## src/rtl/uart_fifo_top.sv

```systemverilog
// Buffered UART with configurable frame format (data bits, parity, stop bits).
// TX and RX each have a FIFO; the RX side reports parity/frame/overrun as sticky flags.
module uart_fifo_top #(
  parameter int clk_freq   = 1000000,
  parameter int baud_rate  = 9600,
  parameter int data_bits  = 8,
  parameter int parity     = 0,
  parameter int stop_bits  = 1,
  parameter int fifo_depth = 16
) (
  input  logic                          clk,
  input  logic                          rst,
  input  logic                          rx,
  output logic                          tx,
  input  logic [data_bits-1:0]          tx_data,
  input  logic                          tx_wr,
  output logic                          tx_full,
  output logic                          tx_empty,
  output logic [data_bits-1:0]          rx_data,
  output logic                          rx_valid,
  input  logic                          rx_rd,
  output logic [$clog2(fifo_depth):0]   rx_level,
  output logic                          parity_err,
  output logic                          frame_err,
  output logic                          overrun,
  input  logic                          err_clr
);

  localparam int BIT_TICKS = clk_freq / baud_rate;
  localparam int HALF      = BIT_TICKS / 2;
  localparam int TW        = $clog2(BIT_TICKS);
  localparam int BW        = $clog2(data_bits);
  localparam int AW        = $clog2(fifo_depth);
  localparam logic          ODD      = (parity == 1);
  localparam logic [AW:0]   DEPTH_L  = (AW+1)'(fifo_depth);
  localparam logic [TW-1:0] TICK_END = TW'(BIT_TICKS - 1);
  localparam logic [TW-1:0] TICK_MID = TW'(HALF - 1);
  localparam logic [BW-1:0] LAST_BIT = BW'(data_bits - 1);
  localparam logic [BW-1:0] LAST_STP = BW'(stop_bits - 1);

  // ---------------- TX FIFO ----------------
  logic [data_bits-1:0] txf_mem [fifo_depth];
  logic [AW-1:0]        txf_wp, txf_rp;
  logic [AW:0]          txf_cnt;
  logic                 txf_push, txf_empty, tx_pop;
  logic [data_bits-1:0] txf_head;

  assign tx_full   = (txf_cnt == DEPTH_L);
  assign txf_empty = (txf_cnt == '0);
  assign txf_push  = tx_wr && !tx_full;
  assign txf_head  = txf_mem[txf_rp];

  always_ff @(posedge clk) begin
    if (txf_push) txf_mem[txf_wp] <= tx_data;
  end

  always_ff @(posedge clk or posedge rst) begin
    if (rst) begin
      txf_wp  <= '0;
      txf_rp  <= '0;
      txf_cnt <= '0;
    end else begin
      if (txf_push) txf_wp <= txf_wp + AW'(1);
      if (tx_pop)   txf_rp <= txf_rp + AW'(1);
      case ({txf_push, tx_pop})
        2'b10:   txf_cnt <= txf_cnt + (AW+1)'(1);
        2'b01:   txf_cnt <= txf_cnt - (AW+1)'(1);
        default: txf_cnt <= txf_cnt;
      endcase
    end
  end

  // ---------------- TX FSM ----------------
  typedef enum logic [2:0] {TX_IDLE, TX_START, TX_DATA, TX_PARITY, TX_STOP} tx_state_t;
  tx_state_t            tx_state, tx_state_nx;
  logic [TW-1:0]        tx_tick, tx_tick_nx;
  logic [BW-1:0]        tx_bit, tx_bit_nx;
  logic [data_bits-1:0] tx_shift, tx_shift_nx;
  logic                 tx_par, tx_par_nx;
  logic                 tx_out, tx_end;

  always_ff @(posedge clk or posedge rst) begin
    if (rst) begin
      tx_state <= TX_IDLE;
      tx_tick  <= '0;
      tx_bit   <= '0;
      tx_shift <= '0;
      tx_par   <= 1'b0;
    end else begin
      tx_state <= tx_state_nx;
      tx_tick  <= tx_tick_nx;
      tx_bit   <= tx_bit_nx;
      tx_shift <= tx_shift_nx;
      tx_par   <= tx_par_nx;
    end
  end

  always_comb begin
    tx_state_nx = tx_state;
    tx_tick_nx  = tx_tick;
    tx_bit_nx   = tx_bit;
    tx_shift_nx = tx_shift;
    tx_par_nx   = tx_par;
    tx_pop      = 1'b0;
    tx_out      = 1'b1;
    tx_end      = (tx_tick == TICK_END);
    if (tx_state != TX_IDLE) tx_tick_nx = tx_end ? '0 : tx_tick + TW'(1);
    case (tx_state)
      TX_IDLE: begin
        if (!txf_empty) begin
          tx_pop      = 1'b1;
          tx_shift_nx = txf_head;
          tx_par_nx   = (^txf_head) ^ ODD;
          tx_tick_nx  = '0;
          tx_state_nx = TX_START;
        end
      end
      TX_START: begin
        tx_out = 1'b0;
        if (tx_end) begin
          tx_bit_nx   = '0;
          tx_state_nx = TX_DATA;
        end
      end
      TX_DATA: begin
        tx_out = tx_shift[0];
        if (tx_end) begin
          tx_shift_nx = tx_shift >> 1;
          if (tx_bit == LAST_BIT) begin
            tx_bit_nx   = '0;
            tx_state_nx = (parity != 0) ? TX_PARITY : TX_STOP;
          end else begin
            tx_bit_nx = tx_bit + BW'(1);
          end
        end
      end
      TX_PARITY: begin
        tx_out = tx_par;
        if (tx_end) begin
          tx_bit_nx   = '0;
          tx_state_nx = TX_STOP;
        end
      end
      TX_STOP: begin
        if (tx_end) begin
          if (tx_bit == LAST_STP) tx_state_nx = TX_IDLE;
          else                    tx_bit_nx   = tx_bit + BW'(1);
        end
      end
      default: tx_state_nx = TX_IDLE;
    endcase
  end

  // Combinational from state so reset forces the line high without waiting for a clock.
  assign tx       = tx_out;
  assign tx_empty = txf_empty && (tx_state == TX_IDLE);

  // ---------------- RX synchroniser ----------------
  logic rx_s1, rx_s2;

  always_ff @(posedge clk or posedge rst) begin
    if (rst) begin
      rx_s1 <= 1'b1;
      rx_s2 <= 1'b1;
    end else begin
      rx_s1 <= rx;
      rx_s2 <= rx_s1;
    end
  end

  // ---------------- RX FSM ----------------
  typedef enum logic [2:0] {RX_IDLE, RX_START, RX_DATA, RX_PARITY, RX_STOP, RX_BREAK} rx_state_t;
  rx_state_t            rx_state, rx_state_nx;
  logic [TW-1:0]        rx_tick, rx_tick_nx;
  logic [BW-1:0]        rx_bit, rx_bit_nx;
  logic [data_bits-1:0] rx_shift, rx_shift_nx;
  logic                 rx_push, set_par, set_frame, rx_end;

  always_ff @(posedge clk or posedge rst) begin
    if (rst) begin
      rx_state <= RX_IDLE;
      rx_tick  <= '0;
      rx_bit   <= '0;
      rx_shift <= '0;
    end else begin
      rx_state <= rx_state_nx;
      rx_tick  <= rx_tick_nx;
      rx_bit   <= rx_bit_nx;
      rx_shift <= rx_shift_nx;
    end
  end

  always_comb begin
    rx_state_nx = rx_state;
    rx_tick_nx  = rx_tick;
    rx_bit_nx   = rx_bit;
    rx_shift_nx = rx_shift;
    rx_push     = 1'b0;
    set_par     = 1'b0;
    set_frame   = 1'b0;
    rx_end      = (rx_tick == TICK_END);
    case (rx_state)
      RX_IDLE: begin
        if (!rx_s2) begin
          rx_tick_nx  = '0;
          rx_state_nx = RX_START;
        end
      end
      RX_START: begin
        if (rx_tick == TICK_MID) begin
          rx_tick_nx  = '0;
          rx_bit_nx   = '0;
          rx_state_nx = rx_s2 ? RX_IDLE : RX_DATA;
        end else begin
          rx_tick_nx = rx_tick + TW'(1);
        end
      end
      RX_DATA: begin
        rx_tick_nx = rx_end ? '0 : rx_tick + TW'(1);
        if (rx_end) begin
          rx_shift_nx = {rx_s2, rx_shift[data_bits-1:1]};
          if (rx_bit == LAST_BIT) begin
            rx_bit_nx   = '0;
            rx_state_nx = (parity != 0) ? RX_PARITY : RX_STOP;
          end else begin
            rx_bit_nx = rx_bit + BW'(1);
          end
        end
      end
      RX_PARITY: begin
        rx_tick_nx = rx_end ? '0 : rx_tick + TW'(1);
        if (rx_end) begin
          set_par     = ((^rx_shift) ^ rx_s2) != ODD;
          rx_state_nx = RX_STOP;
        end
      end
      RX_STOP: begin
        rx_tick_nx = rx_end ? '0 : rx_tick + TW'(1);
        if (rx_end) begin
          if (rx_s2) begin
            rx_push     = 1'b1;
            rx_state_nx = RX_IDLE;
          end else begin
            set_frame   = 1'b1;
            rx_state_nx = RX_BREAK;
          end
        end
      end
      RX_BREAK: begin
        if (rx_s2) rx_state_nx = RX_IDLE;
      end
      default: rx_state_nx = RX_IDLE;
    endcase
  end

  // ---------------- RX FIFO ----------------
  logic [data_bits-1:0] rxf_mem [fifo_depth];
  logic [AW-1:0]        rxf_wp, rxf_rp;
  logic [AW:0]          rxf_cnt;
  logic                 rxf_full, rxf_push, rxf_pop, set_ovr;

  assign rxf_full = (rxf_cnt == DEPTH_L);
  assign rx_valid = (rxf_cnt != '0);
  assign rxf_pop  = rx_rd && rx_valid;
  // A full FIFO still accepts a word when a pop frees a slot in the same cycle.
  assign rxf_push = rx_push && (!rxf_full || rxf_pop);
  assign set_ovr  = rx_push && rxf_full && !rxf_pop;
  assign rx_data  = rx_valid ? rxf_mem[rxf_rp] : '0;
  assign rx_level = rxf_cnt;

  always_ff @(posedge clk) begin
    if (rxf_push) rxf_mem[rxf_wp] <= rx_shift;
  end

  always_ff @(posedge clk or posedge rst) begin
    if (rst) begin
      rxf_wp  <= '0;
      rxf_rp  <= '0;
      rxf_cnt <= '0;
    end else begin
      if (rxf_push) rxf_wp <= rxf_wp + AW'(1);
      if (rxf_pop)  rxf_rp <= rxf_rp + AW'(1);
      case ({rxf_push, rxf_pop})
        2'b10:   rxf_cnt <= rxf_cnt + (AW+1)'(1);
        2'b01:   rxf_cnt <= rxf_cnt - (AW+1)'(1);
        default: rxf_cnt <= rxf_cnt;
      endcase
    end
  end

  // ---------------- Sticky error flags (set beats clear) ----------------
  always_ff @(posedge clk or posedge rst) begin
    if (rst) begin
      parity_err <= 1'b0;
      frame_err  <= 1'b0;
      overrun    <= 1'b0;
    end else begin
      if (set_par)        parity_err <= 1'b1;
      else if (err_clr)   parity_err <= 1'b0;
      if (set_frame)      frame_err  <= 1'b1;
      else if (err_clr)   frame_err  <= 1'b0;
      if (set_ovr)        overrun    <= 1'b1;
      else if (err_clr)   overrun    <= 1'b0;
    end
  end

endmodule

```

## config.mk

```make
export PLATFORM = sky130hd
export DESIGN_NAME = uart_fifo_top
export DESIGN_NICKNAME = d
export VERILOG_FILES = /design/src/rtl/uart_fifo_top.sv
export SDC_FILE = /design/constraint.sdc
export NUM_CORES = 1
export LEC_CHECK = 0
export BUFFER_PORTS_ARGS = -buffer_cell sky130_fd_sc_hd__buf_4
export CAP_MARGIN = 20
export CORE_ASPECT_RATIO = 0.9
export CORE_MARGIN = 2
export CORE_UTILIZATION = 40
export CTS_BUF_LIST = sky130_fd_sc_hd__clkbuf_8
export DETAILED_ROUTE_END_ITERATION = 8
export PLACE_DENSITY = 0.65
export SETUP_SLACK_MARGIN = 0.02
export SLEW_MARGIN = 10
export SYNTH_ARGS = -nofsm -noshare
export SYNTH_HDL_FRONTEND = slang
export SYNTH_SLANG_ARGS = --single-unit
```

## constraint.sdc

```tcl
create_clock -name clk -period 7.3 [get_ports clk]
set_clock_uncertainty 0.15 [all_clocks]
set_input_delay 1.46 -clock clk [delete_from_list [all_inputs] [get_ports clk]]
set_output_delay 1.46 -clock clk [all_outputs]
set_load 0.005 [all_outputs]
```

### After elaboration in Yosys (flattened, before gate mapping)

Memory sizes are Yosys's and may differ from the RTL's.
Index checks and enable logic that the tools add are counted.

* bits in registers: 74
* bits in writable memories: 256
* bits of input ports: 14
* output and inout port bits: 20
* word-level logic and storage cells: 170
* memories: 2

* add/sub/neg operators: 12
* equal/unequal tests: 36
* multiplexer cells: 61
* bitwise operators: 2
* reductions and logical operators: 37

Memory list
* rxf_mem: depth 16, width 8, read ports 1, clocked after memory_dff 0, write ports 1, RTL line 257 `logic [data_bits-1:0] rxf_mem [fifo_depth];`
* txf_mem: depth 16, width 8, read ports 1, clocked after memory_dff 0, write ports 1, RTL line 42 `logic [data_bits-1:0] txf_mem [fifo_depth];`

Operators with widths (number)
* 3-bit two-way mux: 23
* 7-bit two-way mux: 7
* 2-bit inequality test (second input constant): 15
* 8-bit two-way mux: 3
* 7-bit one-hot mux with 3 select lines: 1
* 5-bit one-hot mux with 2 select lines: 2
* 1-bit two-way mux: 18
* 3-bit one-hot mux with 6 select lines: 1
* 4-bit by 1-bit adder with 4-bit output (second input constant): 4
* 8-bit one-hot mux with 2 select lines: 1
* 8-bit XOR reduction: 2
* 3-bit == test (second input constant): 5
* 3-bit one-hot mux with 5 select lines: 1
* 7-bit by 1-bit adder with 7-bit output (second input constant): 2
* 7-bit == test (second input constant): 2
* 7-bit AND reduction: 2
* 2-bit nonzero test: 7
* 3-bit by 2-bit == test with 1-bit output (second input constant): 4
* 5-bit by 1-bit adder with 5-bit output (second input constant): 2
* 5-bit == test (second input constant): 2
* 5-bit by 1-bit subtractor with 5-bit output (second input constant): 2
* 3-bit logical NOT: 3
* 3-bit one-hot mux with 3 select lines: 1
* 3-bit nonzero test: 3
* other kinds (21): 35

### Depth between registers and ports, before layout

Gate-level depths: netlist of run 1.

* depth after elaboration: 6
* depth in mapped cells: 14
* depth with buffers taken out: 13

### Worst setup path before layout of run 1

OpenSTA, ideal clock, no wires.

* path type: reg2out
* from: register rxf_rp[0]
* to: output port rx_data[0]
* arrival: 2.343 ns
* data required time: 5.690 ns
* path slack: 3.347 ns
* cell stages (with the launch flop): 6
* buffers on the path: 2
* path through: dfrtp_1 clkbuf_1 buf_1 mux4_2 mux4_2 nor2b_1

* word-level cells in the longest chain between the ends: 2

Ends and longest elaborated chain
* start: declaration: RTL line 258 `logic [AW-1:0] rxf_wp, rxf_rp;`
* start signal: assignment: RTL line 282 `if (rxf_pop) rxf_rp <= rxf_rp + AW'(1);`
* memory read 16 x 8 bit
* 8-bit two-way mux: RTL line 268 `assign rx_data = rx_valid ? rxf_mem[rxf_rp] : '0;`
* end: declaration: RTL line 19 `output logic [data_bits-1:0] rx_data,`

Every way passes these cells.

### Final worst setup path of run 1

* from: register rxf_rp[0]
* to: output port rx_data[4]

The elaborated chain is that of the path after synthesis.

==> results.md, run 1 <==
* Post-route setup TNS at 0 ns
* Initial Util at 40.9%
* Dominant cell type by area after synthesis: edfxtp_1
* Antenna violations before repair at 0
* Status: finished, final reports clean
* Core Rows at 64
* Share of cells above drive strength 1 at 22.5%
* PnR worst setup slack at 2.84 ns
* Area contributors post-synth: edfxtp_1, dfrtp_1, mux4_2
* Post-synthesis sequential area ratio at 68.3%
* Max stage delay cell, worst path: mux4_2
* Clock sinks at 330
* H-tree lvl count at 2
* # Post-CTS Setup Buffers at 0
* Class of the worst hold path: flip-flop to flip-flop
* Post-synthesis mux area share at 13.8%
* Drt first pass iters at 4
* Layout Nets at 938
* CP cell instances: buf_4 -> mux4_2 -> mux4_2 -> nor2b_1 -> buf_4
* Type of origin of the critical path: flip-flop
* Post-route ant nets at 0
* IO Port Bufs at 33
* Async S/R FF share, synth at 22.4%
* Max-cap violations at 0
* DR WL/cell at 18.6 microns
* Routed Wire Length at 26200 microns
* Vias in the first global route at 7171
* Die H at 181 microns
* Max Clk Rate at 224 MHz
* Final Hold Violating Endpoints at 0
* Xor-xnor portion of the synthesized cell area at 2.59%
* Simple-Gate Fraction of Synth Area at 6.54%
* Switching share of power at 25.8%
* Largest family of logic cells by synthesized area: multiplexers
* Cts repair resizes at 0
* Int Power at 3.25 mW
* Max FO, Critical Path at 35
* Synth top area share at 55.0%
* Hold buffers post-CTS at 0
* Placed Cells at 1307
* Chip width at 201 microns
* Post-route cell area at 0.0158 sq mm
* CP arrival at 2.85 ns
* Syn nets at 875
* Slew headroom at 30.5%
* FF/Latch Area at 0.00955 sq mm
* PD cells at 278 mW/mm^2
* CTS Buf Count at 52
* Cell count after synthesis at 837
* Combinational share of power at 14.4%
* Main synth FF type: edfxtp_1
* Largest net degree at the start of global routing at 75
* First-pass GRT wire length at 41500 microns
* Compound-Gate Fraction of Synth Area at 4.39%
* Clk pin slew, worst setup/hold paths at 0.06 ns
* Multi-input gate area in the final layout at 0.00416 sq mm
* Yosys warns at 0
* Initial DRC Count at 477
* CP endpoint kind: output pin
* EDFF count, synth at 256
* Clk pwr share at 34.4%
* Clock Path Buffers at 3
* DRC violations left at 0
* CTS tree: done
* Post-Syn Area at 0.0140 sq mm
* Worst path max stage delay at 0.57 ns
* Min Tclk post-route at 4.46 ns
* Mean post-synth cell area at 16.7 sq um
* Max Slew Vio Count at 0
* Fin crit share at 61.1%
* Core area at 0.0342 sq mm
* GR Layer Usage met1 at 20.4%
* GR Layer Usage met2 at 23.2%
* GR peak layer: met2
* Switch Pwr at 1.13 mW
* Post-synthesis adder-cell area fraction at 2.20%
* Maximum vdd drop at 171 uV
* Leak at 5.83 nW
* Worst-Skew Late Latency at 0.59 ns
* WP data required at 5.69 ns
* RSZ-0062 raised after global routing: false
* Total Power at 4.39 mW
* Fillers at 2927
* Fin cells at 1405
* Final weighted congestion in routability-driven placement at 0.742
* CTS root buffer: clkbuf_8
* Diodes inserted at 0
* Post-synth cell types at 59
* Sequential Power Share at 51.2%
* Worst-margin pin slew at 1.04 ns
* Setup CP Type: flip-flop to output pin
* GRT met3 Usage at 3.34%
* Worst slack at placement at 3.40 ns
* IO Count at 34
* Remaining Overflow, GRT at 0
* Vias per inst at 5.18
* Die Footprint at 0.0365 sq mm
* Synth-to-layout area growth at 12.8%
* Via Count at 7274
* Area post-placement at 0.0147 sq mm
* Final setup viols at 0
* Post-synthesis register bit count at 330
* HPWL after DPL at 16500 microns
* Total Routing Usage GR at 14.7%
layer usage:
metal  share of wire, %  up-vias
met5                  0        -
met4                1.9        0
met3                5.8       36
met2                 47      196
met1                 45     3670
li1                   -     3372
per-stage QoR:
stage,utilization (%),hold slack (ns)
2_1_floorplan,-,0.195
3_3_place_gp,43.1,0.197
3_5_place_dp,43.1,0.199
4_1_cts,46.1,0.208
5_1_grt,46.1,0.215
6_report,46.1,0.205
power by group through the flow:
stage | Combinational, mW | Sequential (mW) | Clock (mW)
floorplan | 0.489 | 2.22 | 0
global placement | 0.630 | 2.28 | 0
detailed placement | 0.641 | 2.29 | 0
CTS | 0.641 | 2.25 | 1.55
global route | 0.695 | 2.26 | 1.64
finish | 0.630 | 2.25 | 1.51
state kept, by name, indices dropped and copies added (netlist names), 3 cells and up:
name	count
rx_state	3
rxf_rp	4
txf_rp	4
tx_tick	7
rxf_wp	4
tx_state	3
tx_shift	8
tx_bit	3
txf_wp	4
rxf_mem	128
txf_cnt	5
rx_tick	7
rx_shift	8
rx_bit	3
txf_mem	128
rx_level	5
synth_stat cells (all sizes together) (7+ instances only):
master and n:
nor3 12, mux2i 9, nand2b 9, mux4 74
nor2 46, clkbuf 20, nand3 11, nand2 48
nor2b 17, and2 9, buf 15, edfxtp 256
inv 32, a21oi 29, mux2 11, xnor2 31
ha 23, o21ai 37, a22oi 7, dfrtp 72
cell usage in the layout, fill, tap and decap left out, drive strengths merged, types with 6 or more instances in the layout:
| master | Yosys | routed |
|---|---|---|
| edfxtp | 256 | 256 |
| mux4 | 74 | 74 |
| dfrtp | 72 | 72 |
| clkbuf | 20 | 57 |
| inv | 32 | 51 |
| nand2 | 48 | 48 |
| nor2 | 46 | 46 |
| buf | 15 | 44 |
| o21ai | 37 | 37 |
| xnor2 | 31 | 31 |
| a21oi | 29 | 29 |
| ha | 23 | 23 |
| clkinv | 0 | 19 |
| nor2b | 17 | 17 |
| nor3 | 12 | 12 |
| mux2 | 11 | 11 |
| nand3 | 11 | 11 |
| nand2b | 9 | 9 |
| and2 | 9 | 9 |
| mux2i | 9 | 9 |
| a22oi | 7 | 7 |
| nor4 | 6 | 6 |
| nand4 | 6 | 6 |
| xor2 | 6 | 6 |
cell families (layout without fill, tap and decap cells):
logic type | count (synthesis) | count (layout)
flip-flops | 330 | 330
AND/OR/NAND/NOR | 183 | 183
AO/OA/AOI/OAI | 101 | 101
multiplexers | 94 | 94
buffers and inverters | 67 | 173
XOR/XNOR | 38 | 38
adder cells (fa/ha/maj) | 24 | 24
critical path: cells and delay by family (launching register included):
| family | cells | cell delay, ns |
|---|---|---|
| buffers and inverters | 2 | 0.68 |
| multiplexers | 2 | 1.06 |
| AND/OR/NAND/NOR | 1 | 0.16 |
| flip-flops | 1 | 0.34 |
final cells by class:
cell class                 instances  area share (%)
clock buffer                      57            4.98
clock inverter                    40            1.50
inverter                          32           0.770
multi-input combinational        440            26.4
sequential                       330            60.5
tap                              462            3.67
timing repair buffer              44            2.17
worst paths after layout:
kind | from | to | slack, ns | depth (start not counted)
setup / recovery | rxf_rp[0]$_DFFE_PP0P_ | rx_data[4] | 2.84 | 5
hold / removal | rx_s1$_DFF_PP1_ | rx_s2$_DFF_PP1_ | 0.21 | 0
setup reg to reg | rx_state[0]$_DFFE_PP0P_ | rxf_mem[12][2]$_DFFE_PP_ | 3.96 | 7
hold reg to reg | rx_s1$_DFF_PP1_ | rx_s2$_DFF_PP1_ | 0.21 | 0
max in group asynchronous | rst | tx_tick[0]$_DFF_PP0_ | 5.56 | 4
min in group asynchronous | rst | txf_rp[3]$_DFFE_PP0P_ | 0.85 | 3
No activity file was read; power rests on OpenSTA's default activity.
==> run 2, diff against run 1 <==
==> constraint.sdc (replaced) <==
create_clock -name clk -period 4.2 [get_ports clk]
set_clock_uncertainty 0.15 [all_clocks]
set_input_delay 0.84 -clock clk [delete_from_list [all_inputs] [get_ports clk]]
set_output_delay 0.84 -clock clk [all_outputs]
set_load 0.005 [all_outputs]
==> run 2 against run 1 <==
  * Clock power increased by 70%
  * Sequential share of layout area is 0.070 points lower
  * Largest power group unchanged
  * Wire length is 0.70% higher
  * Cell area is 0.10% higher
  * Sequential power rose by 74%
  * Via count grew 0.48%
==> results.md, run 2 (synthesized netlist as in run 1, its figures left out) <==
* Drt first pass iters at 5 (was 4)
* CP arrival at 2.69 ns (was 2.85 ns)
* Total Power at 7.59 mW (was 4.39 mW)
* Initial DRC Count at 405 (was 477)
* H-tree lvl count at 2 (unchanged)
* Leading cell types in the layout, fill and taps excluded: edfxtp_1, dfrtp_1, mux4_2, clkbuf_8, buf_4 (was edfxtp_1, dfrtp_1, mux4_2, clkbuf_8, inv_1)
* Max Clk Rate at 272 MHz
* Slew headroom at 29.7% (was 30.5%)
* Status: finished, final reports clean (unchanged)
* Clock sinks at 330 (unchanged)
* Layout Nets at 948 (was 938)
* Final weighted congestion in routability-driven placement at 0.802 (was 0.742)
* Clk pin slew, worst setup/hold paths at 0.06 ns (about the same)
* Total Routing Usage GR at 14.6% (was 14.7%)
* CP endpoint kind: output pin (unchanged)
* PD cells at 481 mW/mm^2 (was 278 mW/mm^2)
* Hold buffers post-CTS at 0 (unchanged)
* HPWL after DPL at 17500 microns (was 16500 microns)
* Max FO, Critical Path at 22 (was 35)
* Chip width at 201 microns (unchanged)
* Setup CP Type: flip-flop to output pin (unchanged)
* Most common cell after layout, fill and taps aside: edfxtp_1 (unchanged)
* Post-route setup TNS at 0 ns (unchanged)
* CTS tree: done (unchanged)
* Die Footprint at 0.0365 sq mm (unchanged)
* Largest net degree at the start of global routing at 46 (was 75)
* Final setup viols at 0 (unchanged)
* Leak at 5.84 nW (was 5.83 nW)
* Worst-margin pin slew at 1.05 ns (was 1.04 ns)
* Maximum vdd drop at 311 uV (was 171 uV)
* Vias in the first global route at 7481 (was 7171)
* Fin crit share at 87.7%
* Vias per inst at 5.18 (about the same)
* First-pass GRT wire length at 41900 microns (was 41500 microns)
* IO Count at 34 (unchanged)
* Cts repair resizes at 0 (unchanged)
* Worst-Skew Late Latency at 0.59 ns (about the same)
* Remaining Overflow, GRT at 0 (unchanged)
* Fillers at 2916 (was 2927)
* WP data required at 3.21 ns (was 5.69 ns)
* Multi-input gate area in the final layout at 0.00413 sq mm (was 0.00416 sq mm)
* Max-cap violations at 0 (unchanged)
* Core area at 0.0342 sq mm (unchanged)
* IO Port Bufs at 33 (unchanged)
* Biggest regs: rxf_mem x128, txf_mem x128 (unchanged)
* Post-route ant nets at 0 (unchanged)
* # Post-CTS Setup Buffers at 0 (unchanged)
* Final Hold Violating Endpoints at 0 (unchanged)
* CTS Buf Count at 53 (was 52)
* Antenna violations before repair at 0 (unchanged)
* Synth-to-layout area growth at 12.9% (was 12.8%)
* DRC violations left at 0 (unchanged)
* Core Rows at 64 (unchanged)
* Type of origin of the critical path: flip-flop (unchanged)
* Class of the worst hold path: input pin to async pin (was flip-flop to flip-flop)
* Min Tclk post-route at 3.68 ns
* Clock Path Buffers at 3 (unchanged)
* Share of cells above drive strength 1 at 21.6% (was 22.5%)
* RSZ-0062 raised after global routing: false (unchanged)
* Max Slew Vio Count at 0 (unchanged)
* CTS root buffer: clkbuf_8 (unchanged)
* Initial Util at 40.9% (unchanged)
* Die H at 181 microns (unchanged)
* FF/Latch Area at 0.00954 sq mm (was 0.00955 sq mm)
* Routed Wire Length at 26300 microns (was 26200 microns)
* Via Count at 7309 (was 7274)
* DR WL/cell at 18.7 microns (was 18.6 microns)
* Diodes inserted at 0 (unchanged)
run 2: changes by cell type in the layout (fill, tap and decap cells not counted):
cell | before | now
buf_4 | 43 | 51
clkinv_1 | 6 | 14
clkinv_2 | 12 | 6
nor3_1 | 5 | 11
nor3_2 | 7 | 1
clkbuf_8 | 57 | 55
buf_16 | 0 | 1
clkinv_4 | 1 | 0
dfrtp_1 | 69 | 70
dfrtp_2 | 3 | 2
inv_1 | 49 | 48
run 2: routing by layer:
metal / track usage [%] / wire (microns)
met5: 0 / 0
met3: 3.14 / 1360
met4: 4.15 / 432
met1: 20.5 / 12100
met2: 23.3 / 12400
run 2: per-stage QoR:
stage	util [%]	instances	setup WS (ns)	hold slack (ns)	instance area, sq um
global route	46.2	1412	0.372	0.0342	15800
finish	46.2	1412	0.517	0.0537	15800
CTS	46.2	1412	0.441	0.0212	15800
global placement	43.2	1316	0.978	0.198	14800
floorplan	-	837	0.867	0.195	14000
detailed placement	43.3	1317	0.985	0.201	14800
run 2: layout make-up:
cell class                      instances  share of cell area, %
Clock buffer                           55                   4.80
Clock inverter                         40                   1.42
Inverter                               32                  0.769
Multi-Input combinational cell        440                   26.2
Sequential cell                       330                   60.5
Tap cell                              462                   3.66
Timing Repair Buffer                   53                   2.73
run 2: worst paths after layout:
path	start	endpoint	slack, ns	cells after the start
worst min register to register	rx_s1$_DFF_PP1_	rx_s2$_DFF_PP1_	0.21	0
worst max register to register	txf_cnt[0]$_DFFE_PP0P_	txf_cnt[4]$_DFFE_PP0P_	0.95	13
min in group clk	rx	rx_s1$_DFF_PP1_	0.21	1
worst max-delay path	rxf_rp[0]$_DFFE_PP0P_	rx_data[3]	0.52	5
max in group asynchronous	rst	tx_tick[1]$_DFF_PP0_	3.01	4
worst min-delay path	rst	tx_shift[5]$_DFFE_PP0P_	0.05	2
run 2: worst max-delay path, stage by stage (launching register included):
cell and delay, ns:
dfrtp_2 0.36, buf_4 0.38, mux4_2 0.60, mux4_2 0.47, nor2b_1 0.15, buf_4 0.15
run 2: power breakdown:
| part | internal [mW] | switching (mW) |
|---|---|---|
| clock network | 1.34 | 1.23 |
| logic | 0.566 | 0.531 |
| registers | 3.72 | 0.197 |
